===== src/rtl/execute_sequencer_if.sv =====
// Decode-to-execute issue handshake plus the per-cycle execute-stage control strobes.
interface execute_sequencer_if;
    logic        flush;
    logic        issue_valid;
    logic        issue_ready;
    logic        issue_mul;
    logic [2:0]  issue_type;
    logic [3:0]  issue_dest;
    logic [3:0]  issue_dest_hi;
    logic        issue_set_cpsr;
    logic        exec;
    logic [31:0] do_cycle;
    logic [31:0] m_ma_cycle;
    logic [2:0]  op_type;
    logic [3:0]  dest;
    logic        write_dest_do;
    logic        write_dest_m;
    logic        wb_hi;
    logic        write_cpsr;
    logic        busy;

    modport master (
        output flush, issue_valid, issue_mul, issue_type, issue_dest, issue_dest_hi,
               issue_set_cpsr,
        input  issue_ready, exec, do_cycle, m_ma_cycle, op_type, dest, write_dest_do,
               write_dest_m, wb_hi, write_cpsr, busy
    );

    modport slave (
        input  flush, issue_valid, issue_mul, issue_type, issue_dest, issue_dest_hi,
               issue_set_cpsr,
        output issue_ready, exec, do_cycle, m_ma_cycle, op_type, dest, write_dest_do,
               write_dest_m, wb_hi, write_cpsr, busy
    );
endinterface


===== src/rtl/execute_sequencer.sv =====
// Execute-stage sequencer: accepts one decoded op per handshake and steps the ALU or
// multiplier through compute and writeback cycles; all strobes decode from registered state.
module execute_sequencer #(
    parameter int unsigned MUL_CYCLES = 2,
    parameter int unsigned MLA_CYCLES = 3,
    parameter int unsigned LONG_EXTRA = 1
) (
    input logic                clk,
    input logic                rst,
    execute_sequencer_if.slave bus
);

    typedef enum logic [2:0] {StIdle, StDo, StMul, StWbLo, StWbHi} state_e;

    // Counter preload is N-1 so that the MUL state lasts exactly N cycles.
    localparam logic [3:0] LdMul  = 4'(MUL_CYCLES - 1);
    localparam logic [3:0] LdMla  = 4'(MLA_CYCLES - 1);
    localparam logic [3:0] LdMulL = 4'(MUL_CYCLES + LONG_EXTRA - 1);
    localparam logic [3:0] LdMlaL = 4'(MLA_CYCLES + LONG_EXTRA - 1);

    state_e     state_q, state_d;
    logic [3:0] cnt_q, cnt_d;
    logic [2:0] type_q;
    logic [3:0] dest_q, dest_hi_q;
    logic       cpsr_q;
    logic       long_q;
    logic       final_wb;
    logic       ready;
    logic       accept;
    logic [3:0] cnt_load;

    assign long_q   = type_q[2];
    assign final_wb = (state_q == StWbLo && !long_q) || state_q == StWbHi;
    assign ready    = !rst && (state_q == StIdle || state_q == StDo || final_wb);
    assign accept   = bus.issue_valid && ready && !bus.flush;

    always_comb begin
        unique case ({bus.issue_type[2], bus.issue_type[0]})
            2'b00:   cnt_load = LdMul;
            2'b01:   cnt_load = LdMla;
            2'b10:   cnt_load = LdMulL;
            default: cnt_load = LdMlaL;
        endcase
    end

    always_comb begin
        state_d = state_q;
        cnt_d   = cnt_q;
        unique case (state_q)
            StMul: begin
                if (cnt_q == 4'd0) begin
                    state_d = StWbLo;
                end else begin
                    cnt_d = cnt_q - 4'd1;
                end
            end
            StWbLo:  state_d = long_q ? StWbHi : StIdle;
            default: state_d = StIdle;
        endcase
        // A new op can follow DO or the final writeback with no bubble.
        if (accept) begin
            state_d = bus.issue_mul ? StMul : StDo;
            cnt_d   = bus.issue_mul ? cnt_load : 4'd0;
        end
        if (bus.flush) begin
            state_d = StIdle;
            cnt_d   = 4'd0;
        end
    end

    always_ff @(posedge clk) begin
        if (rst) begin
            state_q   <= StIdle;
            cnt_q     <= 4'd0;
            type_q    <= 3'd0;
            dest_q    <= 4'd0;
            dest_hi_q <= 4'd0;
            cpsr_q    <= 1'b0;
        end else begin
            state_q <= state_d;
            cnt_q   <= cnt_d;
            if (accept) begin
                type_q    <= bus.issue_type;
                dest_q    <= bus.issue_dest;
                dest_hi_q <= bus.issue_dest_hi;
                cpsr_q    <= bus.issue_set_cpsr;
            end
        end
    end

    always_comb begin
        bus.issue_ready   = ready;
        bus.op_type       = type_q;
        bus.dest          = dest_q;
        bus.exec          = 1'b0;
        bus.do_cycle      = 32'd0;
        bus.m_ma_cycle    = 32'd0;
        bus.write_dest_do = 1'b0;
        bus.write_dest_m  = 1'b0;
        bus.wb_hi         = 1'b0;
        bus.write_cpsr    = 1'b0;
        bus.busy          = state_q != StIdle;
        unique case (state_q)
            StDo: begin
                bus.exec          = 1'b1;
                bus.do_cycle      = 32'd1;
                bus.write_dest_do = 1'b1;
                bus.write_cpsr    = cpsr_q;
            end
            StMul: begin
                bus.exec       = 1'b1;
                bus.m_ma_cycle = 32'd1;
            end
            StWbLo: begin
                bus.exec         = 1'b1;
                bus.write_dest_m = 1'b1;
                // Long multiplies update flags with the high word instead.
                bus.write_cpsr   = cpsr_q && !long_q;
            end
            StWbHi: begin
                bus.write_dest_m = 1'b1;
                bus.dest         = dest_hi_q;
                bus.wb_hi        = 1'b1;
                bus.write_cpsr   = cpsr_q;
            end
            default: ;
        endcase
    end

endmodule


===== src/flat_wrapper.sv =====
// flat-port wrapper written by rule: the top's interface ports become plain ports
module execute_sequencer_flat 
#(
    parameter int unsigned MUL_CYCLES = 2,
    parameter int unsigned MLA_CYCLES = 3,
    parameter int unsigned LONG_EXTRA = 1
)
  (clk, rst, bus_flush, bus_issue_valid, bus_issue_mul, bus_issue_type, bus_issue_dest, bus_issue_dest_hi, bus_issue_set_cpsr, bus_issue_ready, bus_exec, bus_do_cycle, bus_m_ma_cycle, bus_op_type, bus_dest, bus_write_dest_do, bus_write_dest_m, bus_wb_hi, bus_write_cpsr, bus_busy);
  execute_sequencer_if bus_i ();
  input logic clk;
  input logic rst;
  input wire logic [$bits(bus_i.flush)-1:0] bus_flush;
  input wire logic [$bits(bus_i.issue_valid)-1:0] bus_issue_valid;
  input wire logic [$bits(bus_i.issue_mul)-1:0] bus_issue_mul;
  input wire logic [$bits(bus_i.issue_type)-1:0] bus_issue_type;
  input wire logic [$bits(bus_i.issue_dest)-1:0] bus_issue_dest;
  input wire logic [$bits(bus_i.issue_dest_hi)-1:0] bus_issue_dest_hi;
  input wire logic [$bits(bus_i.issue_set_cpsr)-1:0] bus_issue_set_cpsr;
  output wire logic [$bits(bus_i.issue_ready)-1:0] bus_issue_ready;
  output wire logic [$bits(bus_i.exec)-1:0] bus_exec;
  output wire logic [$bits(bus_i.do_cycle)-1:0] bus_do_cycle;
  output wire logic [$bits(bus_i.m_ma_cycle)-1:0] bus_m_ma_cycle;
  output wire logic [$bits(bus_i.op_type)-1:0] bus_op_type;
  output wire logic [$bits(bus_i.dest)-1:0] bus_dest;
  output wire logic [$bits(bus_i.write_dest_do)-1:0] bus_write_dest_do;
  output wire logic [$bits(bus_i.write_dest_m)-1:0] bus_write_dest_m;
  output wire logic [$bits(bus_i.wb_hi)-1:0] bus_wb_hi;
  output wire logic [$bits(bus_i.write_cpsr)-1:0] bus_write_cpsr;
  output wire logic [$bits(bus_i.busy)-1:0] bus_busy;
  assign bus_i.flush = bus_flush;
  assign bus_i.issue_valid = bus_issue_valid;
  assign bus_i.issue_mul = bus_issue_mul;
  assign bus_i.issue_type = bus_issue_type;
  assign bus_i.issue_dest = bus_issue_dest;
  assign bus_i.issue_dest_hi = bus_issue_dest_hi;
  assign bus_i.issue_set_cpsr = bus_issue_set_cpsr;
  assign bus_issue_ready = bus_i.issue_ready;
  assign bus_exec = bus_i.exec;
  assign bus_do_cycle = bus_i.do_cycle;
  assign bus_m_ma_cycle = bus_i.m_ma_cycle;
  assign bus_op_type = bus_i.op_type;
  assign bus_dest = bus_i.dest;
  assign bus_write_dest_do = bus_i.write_dest_do;
  assign bus_write_dest_m = bus_i.write_dest_m;
  assign bus_wb_hi = bus_i.wb_hi;
  assign bus_write_cpsr = bus_i.write_cpsr;
  assign bus_busy = bus_i.busy;
  execute_sequencer #(.MUL_CYCLES(MUL_CYCLES), .MLA_CYCLES(MLA_CYCLES), .LONG_EXTRA(LONG_EXTRA)) u_core (.clk(clk), .rst(rst), .bus(bus_i));
endmodule

===== config.mk =====
export PLATFORM = sky130hd
export DESIGN_NAME = execute_sequencer_flat
export DESIGN_NICKNAME = d
export VERILOG_FILES = /design/src/rtl/execute_sequencer_if.sv /design/src/rtl/execute_sequencer.sv /design/src/flat_wrapper.sv
export SDC_FILE = /design/constraint.sdc
export NUM_CORES = 1
export LEC_CHECK = 0
export BUFFER_PORTS_ARGS = -buffer_cell sky130_fd_sc_hd__buf_2
export CAP_MARGIN = 15
export CORE_ASPECT_RATIO = 0.9
export CORE_UTILIZATION = 42
export CTS_BUF_LIST = sky130_fd_sc_hd__clkbuf_16
export CTS_CLUSTER_DIAMETER = 30
export DETAILED_ROUTE_END_ITERATION = 10
export GPL_ROUTABILITY_DRIVEN = 0
export PLACE_DENSITY = 0.78
export SYNTH_ARGS = -nofsm -noshare
export SYNTH_HDL_FRONTEND = slang
export SYNTH_SLANG_ARGS = --single-unit

===== constraint.sdc =====
create_clock -name clk -period 1.8 [get_ports clk]
set_input_delay 0 -clock clk [delete_from_list [all_inputs] [get_ports clk]]
set_output_delay 0 -clock clk [all_outputs]
set_load 0.03 [all_outputs]

==> metrics.md, run 1 <==
| Metric | Value |
|---|---|
| Critical path's top delay family | compound AO/OA/AOI/OAI gates |
| Pleak | 0.797 nW |
| Layout overhead on the synthesized area | 7.22% |
| R2R Path Start | u_core.cnt_q[0] |
| Total track usage | 14.3% |
| Period minus WS final | 1.68 ns |
| Highest-delay cell along the critical path | or3b_1 |
| CP Capture Type | flop |
| CTS tree | yes |
| Run status | finished, final reports clean |
| P per Cell Area | 795 nW/µm² |
| Pin count of the biggest net entering global routing | 20 |
| Ys flop type | dfxtp_1 |
| Xor/xnor cell area share of the yosys netlist | 1.20% |
| Simple-Gate Fraction of Synth Area | 13.3% |
| Worst Path Buf+Inv | 1 |
| Synth Cell Area | 1460 µm² |
| # port buffers | 32 |
| Place WS | 0.158 ns |
| Hold Crit Endpoint | u_core.bus.op_type[0] |
| Pins Over Slew Limit | 0 |
| Worst-path clk slew | 0.05 ns |
| Vias in the first global route | 885 |
| Inst Count DP | 234 |
| CTS Sinks | 19 |
| Storage cell area | 380 µm² |
| Final Hold Violating Endpoints | 0 |
| Period utilization | 93.3% |
| Die ar. | 3700 µm² |
| Die height | 57.8 µm |
| Residual DRC | 0 |
| Post-synth EDFFs | 0 |
| Min-delay src | bus_issue_type[0] |
| Final TNS setup | 0 ns |
| Layout Nets | 225 |
| Antenna violations before repair | 0 |
| Register area share after synthesis | 26.1% |
| Critical path launch point type | flop |
| Async set-reset flop share out of synthesis | 0% |
| Reg2reg end | u_core.cnt_q[1] |
| Clk_lat worst skew | 0.25 ns |
| Compound-Gate Fraction of Synth Area | 8.43% |
| # rows | 19 |
| CTS buffer count | 3 |
| Fraction of layout cells with a size suffix above 1 | 24.5% |
| Vias per cell | 4.19 |
| Die Wd | 64.0 µm |
| Worst Path Max Fanout | 6 |
| Multiplexer share of the synthesized area | 11.3% |
| Cells along the critical path | inv_1 > ha_1 > or3b_1 > a311o_1 > a211oi_2 |
| Diodes inserted | 0 |
| CP Class | reg -> reg |
| Max cap viols | 0 |
| R2R depth | 5 |
| WP data arrival | 1.85 ns |
| Multi-input gate area | 771 µm² |
| Routed wire per std cell | 10.1 µm |
| First-pass GRT wire length | 3990 µm |
| Cell count after synthesis | 166 |
| H-tree lvl count | 1 |
| WP depth | 5 |
| Routed WL | 2480 µm |
| Largest family of logic cells by synthesized area | buffers and inverters |
| R2R Setup Slk | 0.12 ns |
| Max VDD drop | 0.838 mV |
| Post-DP HPWL | 1740 µm |
| CP max stage delay | 0.46 ns |
| Synth Area per Inst | 8.77 µm² |
| Post-route insts no fill | 246 |
| RSZ-0062 raised after global routing | no |
| Final worst slack | 0.120 ns |
| Starting Density | 45.7% |
| Syn. warnings | 0 |
| Core area | 3190 µm² |
| Hold depth | 3 |
| Root Buffer | clkbuf_16 |
| Count of cell types in the netlist | 37 |
| Clock Skew | 0.00388 ns |
| Setup-failing EPs final | 0 |
| WP data required | 1.97 ns |
| Ports | 95 |
| Fillers | 318 |
| Post-Synth Adder-Cell Area | 2.58% |
| Via Count | 1030 |
| GRT overflow | 0 |
| Drt first pass iters | 4 |
| Initial drt markers | 44 |
| Antenna Nets Post-Route | 0 |
| Worst Hold Class | in -> reg |
| Clk buf depth | 2 |
| Highest Clock Rate | 595 MHz |
| Seq cells post-synth | 19 |
final cells by class:
cell class / count / area share (%)
Multi-Input combinational cell: 133 / 49.4
Sequential cell: 19 / 24.4
Timing Repair Buffer: 42 / 16.4
Clock buffer: 3 / 4.81
Tap cell: 42 / 3.37
Inverter: 6 / 1.44
Clock inverter: 1 / 0.241
layer usage:
layer  GRT usage [%]  vias to the layer above  wire [µm]
met1            17.3                      461       1010
met4            5.19                        0         25
met2            23.9                       68       1240
li1                -                      494          -
met3            4.53                        7        197
met5               0                        -          0
Yosys cell counts (all sizes together) (2+ instances only):
| cell | n | area share (%) |
|---|---|---|
| a211oi | 2 | 2.2 |
| a21oi | 5 | 2.2 |
| buf | 66 | 34 |
| clkbuf | 3 | 0.77 |
| dfxtp | 19 | 26 |
| ha | 3 | 2.6 |
| inv | 6 | 1.5 |
| mux2 | 4 | 3.1 |
| mux2i | 12 | 8.3 |
| nand3 | 2 | 0.69 |
| nor2 | 18 | 4.6 |
| nor3 | 4 | 1.4 |
| or3 | 2 | 0.95 |
| xor2 | 2 | 1.2 |
through the flow:
| step | hold WS (ns) | power, W | area [µm²] | util, % |
|---|---|---|---|---|
| after floorplan | 0.0646 | 0.000839 | 1680 | - |
| after detailed placement | 0.245 | 0.000779 | 1400 | 44.0 |
| final | 0.00467 | 0.00124 | 1560 | 49.0 |
| after CTS | 0.00594 | 0.00124 | 1560 | 48.9 |
| after global routing | 0.0165 | 0.00129 | 1560 | 49.0 |
| after global placement | 0.238 | 0.000777 | 1400 | 44.0 |
state kept, by name, indices dropped and copies added, names as in the netlist:
register / flops
u_core.dest_hi_q: 4
u_core.bus.op_type: 3
u_core.cpsr_q: 1
u_core.cnt_q: 4
u_core.state_q: 3
u_core.dest_q: 4
worst reg2reg max path, cell delays in order, from the launching register on:
cell,delay (ns)
dfxtp_1,0.31
inv_1,0.11
ha_1,0.17
or3b_1,0.46
a311o_1,0.40
a211oi_2,0.17
cells in the final DEF (no fill, tap or decap), drive strengths merged, types with 2 or more instances in the layout:
cell type and n:
or3 2, dlygate4sd3 8, nor2 18, dfxtp 19, xor2 2, ha 3, conb 62, clkbuf 3
mux2 4, buf 34, nor3 4, mux2i 12, a211oi 2, a21oi 5, nand3 2, inv 7
worst max-delay path by stage:
stage	startpoint	endpoint	slack, ns
final	u_core.cnt_q[0]	u_core.cnt_q[1]	0.12
after global routing	u_core.cnt_q[0]	u_core.cnt_q[0]	0.03
after CTS	u_core.state_q[1]	bus_dest[3]	0.07
after detailed placement	u_core.cnt_q[0]	u_core.cnt_q[1]	0.16
after global placement	u_core.cnt_q[0]	u_core.cnt_q[1]	0.19
after floorplan	u_core.state_q[1]	u_core.cnt_q[1]	0.20
where the power goes:
part	total, W	internal (W)	switching (W)
Clock	0.000453	0.000296	0.000158
Sequential	0.000450	0.000438	0.0000126
Combinational	0.000337	0.0000746	0.000263
Total	0.00124	0.000808	0.000433
kinds of logic (layout without fill, tap and decap cells):
logic type      Yosys count  count (layout)
xor+xnor                  2               2
buf+inv                  75              52
compound gates           14              14
mux                      16              16
other cells               1              62
flops                    19              19
fa+ha+maj                 3               3
simple gates             36              36
timing repair:
item                       CTS  global route
resized for setup            0             1
buffers inserted             0             0
setup endpoints to repair    0             3
hold endpoints to repair     8             0
hold buffers                 8             0
Power figures use the tool's default switching activity.
==> run 2: changes to the inputs <==
--- a/config.mk
+++ b/config.mk
@@ -14,6 +14,7 @@
 export DETAILED_ROUTE_END_ITERATION = 10
 export GPL_ROUTABILITY_DRIVEN = 0
 export PLACE_DENSITY = 0.78
+export RECOVER_POWER = 25
 export SYNTH_ARGS = -nofsm -noshare
 export SYNTH_HDL_FRONTEND = slang
 export SYNTH_SLANG_ARGS = --single-unit
==> run 2 against run 1 <==
Critical path depth is the same. Worst hold slack about the same. Via count up 0.19%. Final area is 0.48% lower. Non-clock buffer count stayed put. Core utilization decreased by 0.24 points. Clock power is essentially flat. Sequential power is essentially flat. Die area unchanged. Clock skew did not move. Register-to-register slack barely moved. Final cell count is the same.
==> metrics.md, run 2 (synthesis gave the netlist of run 1 again) <==
| Metric | Value |
|---|---|
| Run status | finished, final reports clean |
| Period minus WS final | 1.68 ns (-0.00000200 ns) |
| Post-route insts no fill | 246 (unchanged) |
| Most common cell after layout, fill and taps aside | conb_1 |
| CTS tree | yes |
| Clk buf depth | 2 (unchanged) |
| # port buffers | 32 (unchanged) |
| Pleak | 0.772 nW (-3.1%) |
| Vias per cell | 4.20 (+0.19%) |
| Max cap viols | 0 (unchanged) |
| Pins Over Slew Limit | 0 (unchanged) |
| Biggest regs | u_core.cnt_q (4), u_core.dest_hi_q (4), u_core.dest_q (4) |
| Antenna violations before repair | 0 (unchanged) |
| Layout overhead on the synthesized area | 6.71% |
| Fillers | 322 (+1.3%) |
| Clk_lat worst skew | 0.25 ns (about the same) |
| CP Class | reg -> reg |
| Root Buffer | clkbuf_16 |
| Final Hold Violating Endpoints | 0 (unchanged) |
| Final TNS setup | 0 ns (unchanged) |
| P per Cell Area | 798 nW/µm² (+0.34%) |
| Most frequent cells in the layout | conb_1 (62), buf_2 (26), dfxtp_1 (19) |
| Die height | 57.8 µm (unchanged) |
| Worst Hold Class | in -> reg |
| CTS buffer count | 3 (unchanged) |
| Critical path launch point type | flop |
| Multi-input gate area | 771 µm² (unchanged) |
| Total track usage | 14.3% (unchanged) |
| Storage cell area | 380 µm² (unchanged) |
| Ports | 95 (unchanged) |
| Worst-path clk slew | 0.05 ns (about the same) |
| Antenna Nets Post-Route | 0 (unchanged) |
| Vias in the first global route | 885 (unchanged) |
| Max VDD drop | 0.838 mV (about the same) |
| Setup-failing EPs final | 0 (unchanged) |
| First-pass GRT wire length | 3990 µm (unchanged) |
| Die Wd | 64.0 µm (unchanged) |
| Met3 Use GR | 4.53% (unchanged) |
| Clock network power share | 36.6% (about the same) |
| Sw Pwr | 0.000433 W (about the same) |
| Pin count of the biggest net entering global routing | 20 (unchanged) |
| Clock Skew | 0.00388 ns (unchanged) |
| CP Capture Type | flop |
| Flop pwr share | 36.3% (about the same) |
| CP max stage delay | 0.46 ns (about the same) |
| Worst Path Max Fanout | 6 (unchanged) |
| Starting Density | 45.7% (unchanged) |
| Die ar. | 3700 µm² (unchanged) |
| # rows | 19 (unchanged) |
| GR Util met1 | 17.3% (unchanged) |
| Inst Count DP | 234 (unchanged) |
| CTS Sinks | 19 (unchanged) |
| WP data arrival | 1.85 ns (about the same) |
| Cell Int Power | 0.000806 W (-0.24%) |
| Diodes inserted | 0 (unchanged) |
| GRT overflow | 0 (unchanged) |
| Core area | 3190 µm² (unchanged) |
| Routed WL | 2480 µm (unchanged) |
| Routed wire per std cell | 10.1 µm (unchanged) |
| Cells along the critical path | inv_1 > ha_1 > or3b_1 > a311o_1 > a211oi_2 |
| Initial drt markers | 39 (-11%) |
| GR Util met2 | 23.9% (unchanged) |
| Via Count | 1032 (+0.19%) |
| Switching Share | 35.0% (+0.066 points) |
| WP data required | 1.97 ns (about the same) |
| Post-CTS Setup Repair Bufs | 0 (unchanged) |
| Highest Clock Rate | 595 MHz (about the same) |
| Fraction of layout cells with a size suffix above 1 | 21.6% (-2.9 points) |
| Residual DRC | 0 (unchanged) |
| Post-DP HPWL | 1740 µm (unchanged) |
| GR peak layer | met2 |
| Period utilization | 93.3% (about the same) |
| Comb pwr share | 27.1% (about the same) |
| H-tree lvl count | 1 (unchanged) |
| Highest-delay cell along the critical path | or3b_1 |
| Drt first pass iters | 4 (unchanged) |
| R2R Setup Slk | 0.12 ns (about the same) |
| RSZ-0062 raised after global routing | no |
| Layout Nets | 225 (unchanged) |
[run 2: changes by cell type in the layout (fill, tap and decap cells not counted), sizes merged]
| cell | change |
|---|---|
| clkbuf | +6 |
| buf | -6 |
[run 2: critical path, delay by kind of cell (launching register included)]
kind            cells  cell delay (ns)
compound gates      2             0.57
simple gates        1             0.46
flops               1             0.31
fa+ha+maj           1             0.17
buf+inv             1             0.11
[run 2: metrics by stage]
stage	setup slack (ns)	total power, W	cell area (µm²)	utilization [%]	hold slack [ns]
floorplan	0.203	0.000839	1680	-	0.0646
global placement	0.193	0.000777	1400	44.0	0.238
detailed placement	0.158	0.000779	1400	44.0	0.245
CTS	0.0714	0.00124	1560	48.9	0.00594
global route	0.0307	0.00129	1550	48.7	0.0165
finish	0.120	0.00124	1550	48.7	0.00433
[run 2: final timing paths]
path | end | startpoint | depth (start not counted)
setup reg to reg | u_core.cnt_q[1] | u_core.cnt_q[0] | 5
setup / recovery | u_core.cnt_q[1] | u_core.cnt_q[0] | 5
hold / removal | u_core.bus.op_type[0] | bus_issue_type[0] | 3
hold reg to reg | u_core.dest_q[2] | u_core.dest_q[2] | 2
[run 2: timing repair]
item	4_1_cts	5_1_grt
hold endpoints to repair	8	0
gates resized for setup	0	1
hold buffers	8	0
setup endpoints to repair	0	3
[run 2: layout make-up]
class / instances / area share [%]
flip-flops and latches: 19 / 24.5
multi-input cells: 133 / 49.6
well taps: 42 / 3.38
clock buffers: 3 / 4.83
repair buffers: 42 / 16.0
inverters: 6 / 1.45
clock inverters: 1 / 0.242
[run 2: power groups by stage]
stage	Combinational [W]	Clock, W	Sequential, W
6_report	0.000336	0.000453	0.000450
2_1_floorplan	0.000378	0	0.000461
5_1_grt	0.000361	0.000476	0.000452
4_1_cts	0.000334	0.000453	0.000450
3_5_place_dp	0.000320	0	0.000459
3_3_place_gp	0.000318	0	0.000458
[run 2: layer usage]
| metal | up-vias | part of all wire [%] |
|---|---|---|
| met2 | 68 | 50 |
| met3 | 7 | 8.2 |
| met4 | 0 | 1.0 |
| met5 | - | 0 |
| met1 | 461 | 41 |
| li1 | 496 | - |
